### src/rtl/pipeline_issue_queue.sv
// Issue stage ahead of the global-stall address pipeline: buffers producer
// requests in a FIFO, tags them with sequential IDs and meters them by credit.
module pipeline_issue_queue #(
  parameter int ADDRESS_WIDTH   = 16,
  parameter int ID_WIDTH        = 4,
  parameter int DEPTH           = 4,
  parameter int MAX_OUTSTANDING = 8,
  localparam int CNT_W = $clog2(DEPTH) + 1,
  localparam int OUT_W = $clog2(MAX_OUTSTANDING) + 1
) (
  input  logic                     clk,
  input  logic                     reset,
  input  logic                     req_valid,
  output logic                     req_ready,
  input  logic [ADDRESS_WIDTH-1:0] req_address,
  output logic [ADDRESS_WIDTH-1:0] out_address,
  output logic [ID_WIDTH-1:0]      out_id,
  output logic                     out_valid,
  input  logic                     in_stall,
  input  logic                     retire_valid,
  output logic [CNT_W-1:0]         fifo_count,
  output logic [OUT_W-1:0]         outstanding,
  output logic                     retire_err
);

  localparam int PTR_W = (DEPTH > 1) ? $clog2(DEPTH) : 1;

  // Handshake: a request transfers on a rising edge where req_valid && req_ready;
  // req_ready depends only on registered occupancy, never on req_valid or a pop.
  logic [ADDRESS_WIDTH-1:0] mem_q [DEPTH];
  logic [PTR_W-1:0]         wr_ptr_q, wr_ptr_d;
  logic [PTR_W-1:0]         rd_ptr_q, rd_ptr_d;
  logic [CNT_W-1:0]         count_q, count_d;
  logic [OUT_W-1:0]         outst_q, outst_d;
  logic [ID_WIDTH-1:0]      next_id_q, next_id_d;
  logic [ADDRESS_WIDTH-1:0] out_address_q, out_address_d;
  logic [ID_WIDTH-1:0]      out_id_q, out_id_d;
  logic                     out_valid_q, out_valid_d;
  logic                     retire_err_q, retire_err_d;
  logic                     push, pop, retire_ok;

  assign req_ready = !reset && (count_q != CNT_W'(DEPTH));
  assign push      = req_valid && req_ready;
  // Credit check uses the pre-edge count, so a same-edge retire frees nothing yet.
  assign pop       = !in_stall && (count_q != '0) && (outst_q < OUT_W'(MAX_OUTSTANDING));
  assign retire_ok = retire_valid && (outst_q != '0);

  always_comb begin
    wr_ptr_d      = wr_ptr_q;
    rd_ptr_d      = rd_ptr_q;
    next_id_d     = next_id_q;
    out_address_d = out_address_q;
    out_id_d      = out_id_q;
    out_valid_d   = out_valid_q;
    count_d       = count_q + CNT_W'(push) - CNT_W'(pop);
    outst_d       = outst_q + OUT_W'(pop) - OUT_W'(retire_ok);
    retire_err_d  = retire_err_q || (retire_valid && (outst_q == '0));
    if (push) wr_ptr_d = wr_ptr_q + PTR_W'(1);
    if (!in_stall) begin
      out_valid_d = pop;
      if (pop) begin
        out_address_d = mem_q[rd_ptr_q];
        out_id_d      = next_id_q;
        next_id_d     = next_id_q + ID_WIDTH'(1);
        rd_ptr_d      = rd_ptr_q + PTR_W'(1);
      end
    end
  end

  always_ff @(posedge clk) begin
    if (push) mem_q[wr_ptr_q] <= req_address;
  end

  always_ff @(posedge clk) begin
    if (reset) begin
      wr_ptr_q      <= '0;
      rd_ptr_q      <= '0;
      count_q       <= '0;
      outst_q       <= '0;
      next_id_q     <= '0;
      out_address_q <= '0;
      out_id_q      <= '0;
      out_valid_q   <= 1'b0;
      retire_err_q  <= 1'b0;
    end else begin
      wr_ptr_q      <= wr_ptr_d;
      rd_ptr_q      <= rd_ptr_d;
      count_q       <= count_d;
      outst_q       <= outst_d;
      next_id_q     <= next_id_d;
      out_address_q <= out_address_d;
      out_id_q      <= out_id_d;
      out_valid_q   <= out_valid_d;
      retire_err_q  <= retire_err_d;
    end
  end

  assign out_address = out_address_q;
  assign out_id      = out_id_q;
  assign out_valid   = out_valid_q;
  assign fifo_count  = count_q;
  assign outstanding = outst_q;
  assign retire_err  = retire_err_q;

endmodule

### config.mk
export PLATFORM = sky130hd
export DESIGN_NAME = pipeline_issue_queue
export DESIGN_NICKNAME = d
export VERILOG_FILES = /design/src/rtl/pipeline_issue_queue.sv
export SDC_FILE = /design/constraint.sdc
export NUM_CORES = 1
export LEC_CHECK = 0
export ABC_AREA = 1
export CAP_MARGIN = 10
export CORE_MARGIN = 3
export CORE_UTILIZATION = 52
export CTS_CLUSTER_DIAMETER = 80
export DETAILED_ROUTE_END_ITERATION = 8
export PLACE_DENSITY = 0.71
export REMOVE_ABC_BUFFERS = 1
export SLEW_MARGIN = 20
export SYNTH_ARGS = -nofsm -noshare
export SYNTH_HDL_FRONTEND = slang
export SYNTH_SLANG_ARGS = --single-unit
export TNS_END_PERCENT = 50
### constraint.sdc
create_clock -name clk -period 2.4 [get_ports clk]
set_input_delay 0.36 -clock clk [delete_from_list [all_inputs] [get_ports clk]]
set_output_delay 0.36 -clock clk [all_outputs]
set_load 0.03 [all_outputs]
# [Word-level counts from Yosys, hierarchy flattened]
# Memory sizes are Yosys's and may differ from the RTL's. A register that Yosys moved wholly into a read port is not among the register bits.
# Cells that the tools add are included.
# Widths: inputs -> output; s select.
[word_totals] register_bits=21 mem_bits_rw=64 in_bits=21 output_inout_bits=30 elab_cells=34 memories=1
[memory_table] name="mem_q" words=4 word_bits=16 rd=1 rd_ports_with_merged_regs=1 wr=1 line_no="30" source="logic [ADDRESS_WIDTH-1:0] mem_q [DEPTH];"
[classes] n_addsub=7 order_cmp=1 n_eq_ne=1 mux=2 bitwise_logic=1 n_reduce_logical=13
[op_table] operator="$logic_and 1x1->1" n=6
[op_table] operator="$add 2x1->2 const B" n=2
[op_table] operator="$add 4x1->4" n=1
[op_table] operator="$add 4x1->4 const B" n=1
[op_table] operator="$logic_not 4->1" n=1
[op_table] operator="$lt 4x4->1 const B" n=1
[op_table] operator="$reduce_bool 4->1" n=1
[op_table] operator="$sub 4x1->4" n=1
[op_table] operator="$add 3x1->3" n=1
[op_table] operator="$ne 3x3->1 const B" n=1
[op_table] operator="$reduce_bool 3->1" n=1
[op_table] operator="$sub 3x1->3" n=1
[op_table] operator="$logic_not 1->1" n=2
[op_table] operator="$mux 1" n=2
[op_table] operator="$reduce_and 2->1" n=1
[op_table] operator="$logic_or 1x1->1" n=1
[op_table] operator="$not 1->1" n=1

# [Depth between registers and ports, before layout]
# Gate-level depths: netlist of the first run.
[depth] ltp_word=5 mapped_depth=14 depth_no_buf=13

# [Worst setup path after synthesis of the first run]
# No wires, ideal clock.
[synth_timing] path_type="register to register" from="register count_q[1], in the netlist fifo_count[1]" to="register count_q[2], in the netlist fifo_count[2]" setup_ns=0.114 arrival_ns=2.178 required_time_ns=2.286 path_slack_ns=0.108 path_stages_with_launch=12 path_buffers=0 synth_period_minus_slack_ns=2.292 cell_sequence="dfxtp_1 -> nor2_4 -> a21oi_2 -> ha_1 -> inv_1 -> ha_1 -> inv_1 -> fa_1 -> xor2_1 -> nand2_1 -> nand2_1 -> nor2_1"
[synth_via] elab_cells_between_ends=8 classes_between="add/sub (2); eq/ne (1); reduce/logical (5)"
[synth_lines] item="from (decl)" line_no="33" source="logic [CNT_W-1:0] count_q, count_d;"
[synth_lines] item="from (signal assigned)" line_no="88" source="count_q <= count_d;"
[synth_lines] item="$reduce_bool 3->1" line_no="45" source="assign pop = !in_stall && (count_q != '0) && (outst_q < OUT_W'(MAX_OUTSTANDING));"
[synth_lines] item="$logic_and 1x1->1 (2 in series)" line_no="45"
[synth_lines] item="via pop" line_no="40" source="logic push, pop, retire_ok;"
[synth_lines] item="$sub 3x1->3" line_no="55" source="count_d = count_q + CNT_W'(push) - CNT_W'(pop);"
# The timed path passes the listed nets, and every way through them passes these cells.
# A chain may end at the register's enable or synchronous reset.

# [Worst setup path in the final report of the first run]
[layout_timing] from="register count_q[1], in the netlist fifo_count[1]" to="register count_q[2], in the netlist fifo_count[2]"
[layout_via] elab_chain_len=5 elab_cells_between_ends=8 classes_between="add/sub (2); eq/ne (1); reduce/logical (5)"
[layout_lines] item="$ne 3x3->1" line_no="42" source="assign req_ready = !reset && (count_q != CNT_W'(DEPTH));"
[layout_lines] item="$logic_and 1x1->1" line_no="42"
[layout_lines] item="$logic_and 1x1->1" line_no="43" source="assign push = req_valid && req_ready;"
[layout_lines] item="$add 3x1->3" line_no="55"
[layout_lines] item="$sub 3x1->3 *" line_no="55"
# Every way passes the cells marked *; elsewhere a longest branch is shown, timed or not.

==> results of run 1 <==
[cells in the final DEF (no fill, tap or decap), drive strengths merged]
cell	synthesis	routed
edfxtp	64	64
clkinv	0	5
fa	2	2
dfxtp	37	37
nand3	39	39
ha	12	12
clkdlybuf4s50	0	49
clkbuf	0	10
nand2	141	141
o21ai	5	5
nand4	3	3
a21oi	8	8
buf	17	14
xor2	2	2
inv	109	110
nor2	61	61
a31oi	1	1
[power groups by stage]
stage	registers (mW)	clock network [mW]	logic (mW)
floorplan	2.61	0	0.972
global placement	2.26	0	1.95
detailed placement	2.27	0	2.00
CTS	2.23	0.968	2.00
global route	2.25	1.05	2.22
finish	2.22	0.927	1.97
[per-layer routing]
layer / global-route usage / vias to the layer above / part of all wire
met3: 0.0379 / 8 / 0.059
li1: - / 1632 / -
met4: 0.0588 / 0 / 0.010
met1: 0.205 / 1378 / 0.41
met2: 0.305 / 76 / 0.52
met5: 0 / - / 0
[cell type report]
type	instances	area [um2]
Clock buffer	10	128
Fill cell	701	3050
Inverter	109	412
Clock inverter	6	40.0
Multi-Input combinational cell	274	1320
Sequential cell	101	2660
Tap cell	105	131
Timing Repair Buffer	63	596
[metrics by stage]
step	power, mW	setup slack (ps)	hold slack, ps
2_1_floorplan	3.58	105	422
3_3_place_gp	4.21	46.8	437
3_5_place_dp	4.26	15.9	446
4_1_cts	5.20	325	461
5_1_grt	5.52	208	495
6_report	5.13	335	451
[flip-flops by register name, summed over array words and instances (netlist names)]
name         count
mem_q           64
out_valid        1
wr_ptr_q         2
fifo_count       3
retire_err       1
next_id_q        4
outstanding      4
out_id           4
rd_ptr_q         2
out_address     16
[critical path: stages (launching register included)]
cell and delay [ps]:
dfxtp_1 480, nor2_4 90, nand2_1 100, nand3_2 80, ha_1 290, inv_1 50
ha_1 130, inv_1 50, fa_1 370, xor2_1 170, nand2_1 60, nand2_1 60
nor2_1 40
[worst max path at each step]
stage | cells after the start | to
after floorplan | 11 | fifo_count[2]
after global placement | 13 | fifo_count[2]
after detailed placement | 13 | fifo_count[2]
after CTS | 12 | fifo_count[2]
after global routing | 12 | fifo_count[2]
final | 12 | fifo_count[2]
[cell families after synthesis]
kind of cell	count (synthesis)	share of synthesized area
flip-flops	101	0.589
buffers and inverters	126	0.120
XOR/XNOR	2	0.00387
adder cells (fa/ha/maj)	14	0.0421
AO/OA/AOI/OAI	14	0.0199
AND/OR/NAND/NOR	244	0.226
==> results.cfg, run 1 <==
[cts]
cts.path.max_buffers = 2
clock_latency_ps = 350
cts_made_buffers = 9
cts_hold_buffers = 0
cts_max_level = 3
cts.sinks = 101
root_buffer = clkbuf_8
cts_tree = yes
clkTransAtPathRegs_ps = 90
post_cts_buffers = 0
cts.repair.resized = 0

[grt]
track_usage = 0.171
grt_overflow_total = 0
grt_max_degree = 43
grt_pass1_vias = 2929
grt_pass1_wl_um = 13300
antenna_found_initial = 0

[cells_and_area]
area.growth.synth_to_final_pct = 16.9
final_nets = 593
final_cell_area_um2 = 5290
utilization = 0.634
layout.cells.non_filler = 668
drive_above_1_share = 0.0853
diodes = 0

[setup_path]
arrival_ps = 2320
path_max_fanout = 5
cp-end-kind = flop
reg2reg_to = fifo_count[2]
cp-startpoint = fifo_count[1]
cp-start-kind = flop
path_class = reg -> reg
r2r_cells = 12
r2r_slack_ps = 340
required_ps = 2650
reg2reg_from = fifo_count[1]

[timing]
setup_viol = 0
max_freq_mhz = 484
slew_headroom = 0.683
tightest_slew_ps = 476
period_share = 0.860
fin_crit_ps = 2060
tns_ps = 0
rsz0062_at_grt = no
fin_worst_skew_ps = 14.0
hold_viol_final = 0
drv_slew = 0

[floorplanning]
placementRows = 33
die_y_um = 99.3
die-area_um2 = 9850
io_pins = 51
die_w_um = 99.3
initial_core_util = 0.542
core_um2 = 8340

[route]
detail-route-antenna-nets = 0
dr.pass1.iters = 4
vias = 3094
detail_route.iter0.violations = 118
wl_um = 7910
avgRoutedWirePerCell_um = 11.8
viasPerCell = 4.63
route.detailed.drc = 0

[power_and_ir_drop]
pwr-share-seq = 0.434
p_sw_mw = 1.91
peakVddDrop_mv = 0.567
leakage_nw = 2.39
pwr-share-clk = 0.181
sw_frac_of_total = 0.374
p_int_mw = 3.21
powerDensity_nw_per_um2 = 969
power_frac_comb = 0.385

[logic_synthesis]
synth_ff_type = edfxtp_1
syn_area_per_cell_um2 = 9.03
synth_edf_count = 64
yosysWarnings = 0
synthTopCellsByCount = nand2_1 (134), inv_1 (103), edfxtp_1 (64), nor2_1 (60), nand3_1 (38)
syn_inst = 501
yosys.area.top_type_share = 0.425
ys_seq_area_frac = 0.589
synth_largest_area_cell = edfxtp_1
ys_ff_latch = 101
synth_cell_types = 25
yosysMostFrequentCell = nand2_1
postSynth.asyncResetShare = 0
synthTopCellsByArea = edfxtp_1 (43%), dfxtp_1 (16%), nand2_1 (11%)
netlist_area_um2 = 4520

[min_path]
hold_end = retire_err
hold_depth = 2
hp-start = retire_err
min_path_type = reg -> reg

[place]
port_buffers = 50
gp_congestion = 0.785
dp_hpwl_um = 5080
place_inst = 652
place_area_um2 = 5120

[status]
outcome = completed

[run]
max-cap-violations = 0
(Power assumes the default switching activity.)
==> inputs of run 2 (changes only) <==
--- a/config.mk
+++ b/config.mk
@@ -13,6 +13,7 @@
 export DETAILED_ROUTE_END_ITERATION = 8
 export PLACE_DENSITY = 0.71
 export REMOVE_ABC_BUFFERS = 1
+export SKIP_CTS_REPAIR_TIMING = 1
 export SLEW_MARGIN = 20
 export SYNTH_ARGS = -nofsm -noshare
 export SYNTH_HDL_FRONTEND = slang
==> results of run 2 <==
Final layout, timing and power as in run 1 (identical DEF).
==> inputs of run 3 (changes only) <==
--- a/config.mk
+++ b/config.mk
@@ -11,6 +11,7 @@
 export CORE_UTILIZATION = 52
 export CTS_CLUSTER_DIAMETER = 80
 export DETAILED_ROUTE_END_ITERATION = 8
+export GPL_TIMING_DRIVEN = 0
 export PLACE_DENSITY = 0.71
 export REMOVE_ABC_BUFFERS = 1
 export SKIP_CTS_REPAIR_TIMING = 1
==> run 3 against run 2 <==
Sequential share of layout area down 0.083 points. Routed wire length up 2.1%. Flip-flop and latch count stayed put. Largest cell class unchanged. Highest routed layer unchanged.
==> results.cfg, run 3 (synthesis gave the netlist of run 1 again) <==
[grt]
grt_overflow_total = 0
grt_pass1_wl_um = 13800
grt_pass1_vias = 2950
track_usage = 0.179
grt_max_degree = 44
antenna_found_initial = 0

[cts]
clkTransAtPathRegs_ps = 90
clock_latency_ps = 360
cts.path.max_buffers = 2
cts_tree = yes
cts.sinks = 101
cts_max_level = 3
root_buffer = clkbuf_8
cts_made_buffers = 9

[setup_path]
arrival_ps = 2490
required_ps = 2640
path_max_fanout = 43
reg2reg_from = fifo_count[1]
r2r_cells = 12
cp-end-kind = flop
reg2reg_to = fifo_count[2]
cp-start-kind = input port
r2r_slack_ps = 180
path_class = in -> reg

[floorplanning]
placementRows = 33
die_w_um = 99.3
io_pins = 51
die-area_um2 = 9850
core_um2 = 8340
initial_core_util = 0.542
die_y_um = 99.3

[route]
route.detailed.drc = 0
detail-route-antenna-nets = 0
dr.pass1.iters = 4
vias = 3089
viasPerCell = 4.69
avgRoutedWirePerCell_um = 12.3
wl_um = 8070
detail_route.iter0.violations = 99

[power_and_ir_drop]
sw_frac_of_total = 0.370
power_frac_comb = 0.359
powerDensity_nw_per_um2 = 989
peakVddDrop_mv = 0.403
pwr-share-seq = 0.438
pwr-share-clk = 0.204
p_int_mw = 3.30
leakage_nw = 2.36
power.total_mw = 5.24
p_sw_mw = 1.94

[place]
place_area_um2 = 5090
port_buffers = 50
gp_congestion = 0.744
dp_hpwl_um = 5300

[timing]
rsz0062_at_grt = no
period_share = 0.936
slew_headroom = 0.422
tightest_slew_ps = 866
max_freq_mhz = 445
fin_worst_skew_ps = 11.1
setup_viol = 0
hold_slack_ps = 417
hold_viol_final = 0
fin_crit_ps = 2250
drv_slew = 0
tns_ps = 0

[cells_and_area]
drive_above_1_share = 0.0794
final-seq-area_um2 = 2660
final_nets = 584
area.growth.synth_to_final_pct = 17.2
regMostFlops = mem_q
largest_reg_flops = 64
diodes = 0
multi_input_area_um2 = 1340
fill_cells = 711
final_cell_area_um2 = 5300
mostFrequentLayoutCells = nand2_1 (134), inv_1 (103), edfxtp_1 (64)
utilization = 0.635
final_common_cell = nand2_1

[status]
outcome = completed

[run]
max-cap-violations = 0

[min_path]
min_path_type = in -> reg
hold_end = next_id_q[3]
hold_depth = 2
hp-start = reset
## run 3: cell count changes in the layout (fill, tap and decap cells not counted), sizes merged
cell,before,now
clkinvlp,0,1
buf,14,4
bufinv,0,1
clkinv,5,2
clkbuf,10,12
## run 3: power by group through the flow
stage          combinational [mW]  sequential [mW]  clock [mW]
2_1_floorplan               0.972             2.61           0
3_3_place_gp                 1.83             2.33           0
3_5_place_dp                 1.89             2.34           0
4_1_cts                      1.90             2.30        1.10
5_1_grt                      2.12             2.33        1.18
6_report                     1.88             2.29        1.07
## run 3: area by class of cell
| class | count | share of cell area |
|---|---|---|
| Inverter | 109 | 0.0786 |
| Clock inverter | 5 | 0.0135 |
| Clock buffer | 11 | 0.0248 |
| Tap cell | 105 | 0.0248 |
| Multi-Input combinational cell | 274 | 0.252 |
| Sequential cell | 101 | 0.503 |
| Timing Repair Buffer | 54 | 0.103 |
## run 3: critical path, cell delays in order
cell and delay, ps:
clkdlybuf4s50_1 480, inv_1 50, nand2_1 130, inv_2 100
nand2_8 250, ha_1 280, inv_1 60, ha_1 130
inv_1 50, fa_1 380, xor2_1 150, nor2_1 50
## run 3: how the worst max path moves through the flow
stage	start	to	slack [ps]
4_1_cts	reset	fifo_count[2]	-630
3_5_place_dp	reset	fifo_count[2]	-1030
5_1_grt	fifo_count[1]	fifo_count[2]	4
6_report	in_stall	outstanding[2]	150
2_1_floorplan	fifo_count[1]	fifo_count[2]	100
3_3_place_gp	reset	mem_q[0][8]	-1270
## run 3: per-layer routing
| layer | wire length, um | track usage |
|---|---|---|
| met1 | 3380 | 0.213 |
| met2 | 4230 | 0.321 |
| met3 | 409 | 0.0491 |
| met4 | 61 | 0.0462 |
| met5 | 0 | 0 |
## run 3: stage by stage
step | setup WS, ps | std cells
CTS | -628 | 659
finish | 153 | 659
detailed placement | -1030 | 643
global route | 4.06 | 659
floorplan | 105 | 484
global placement | -1270 | 639
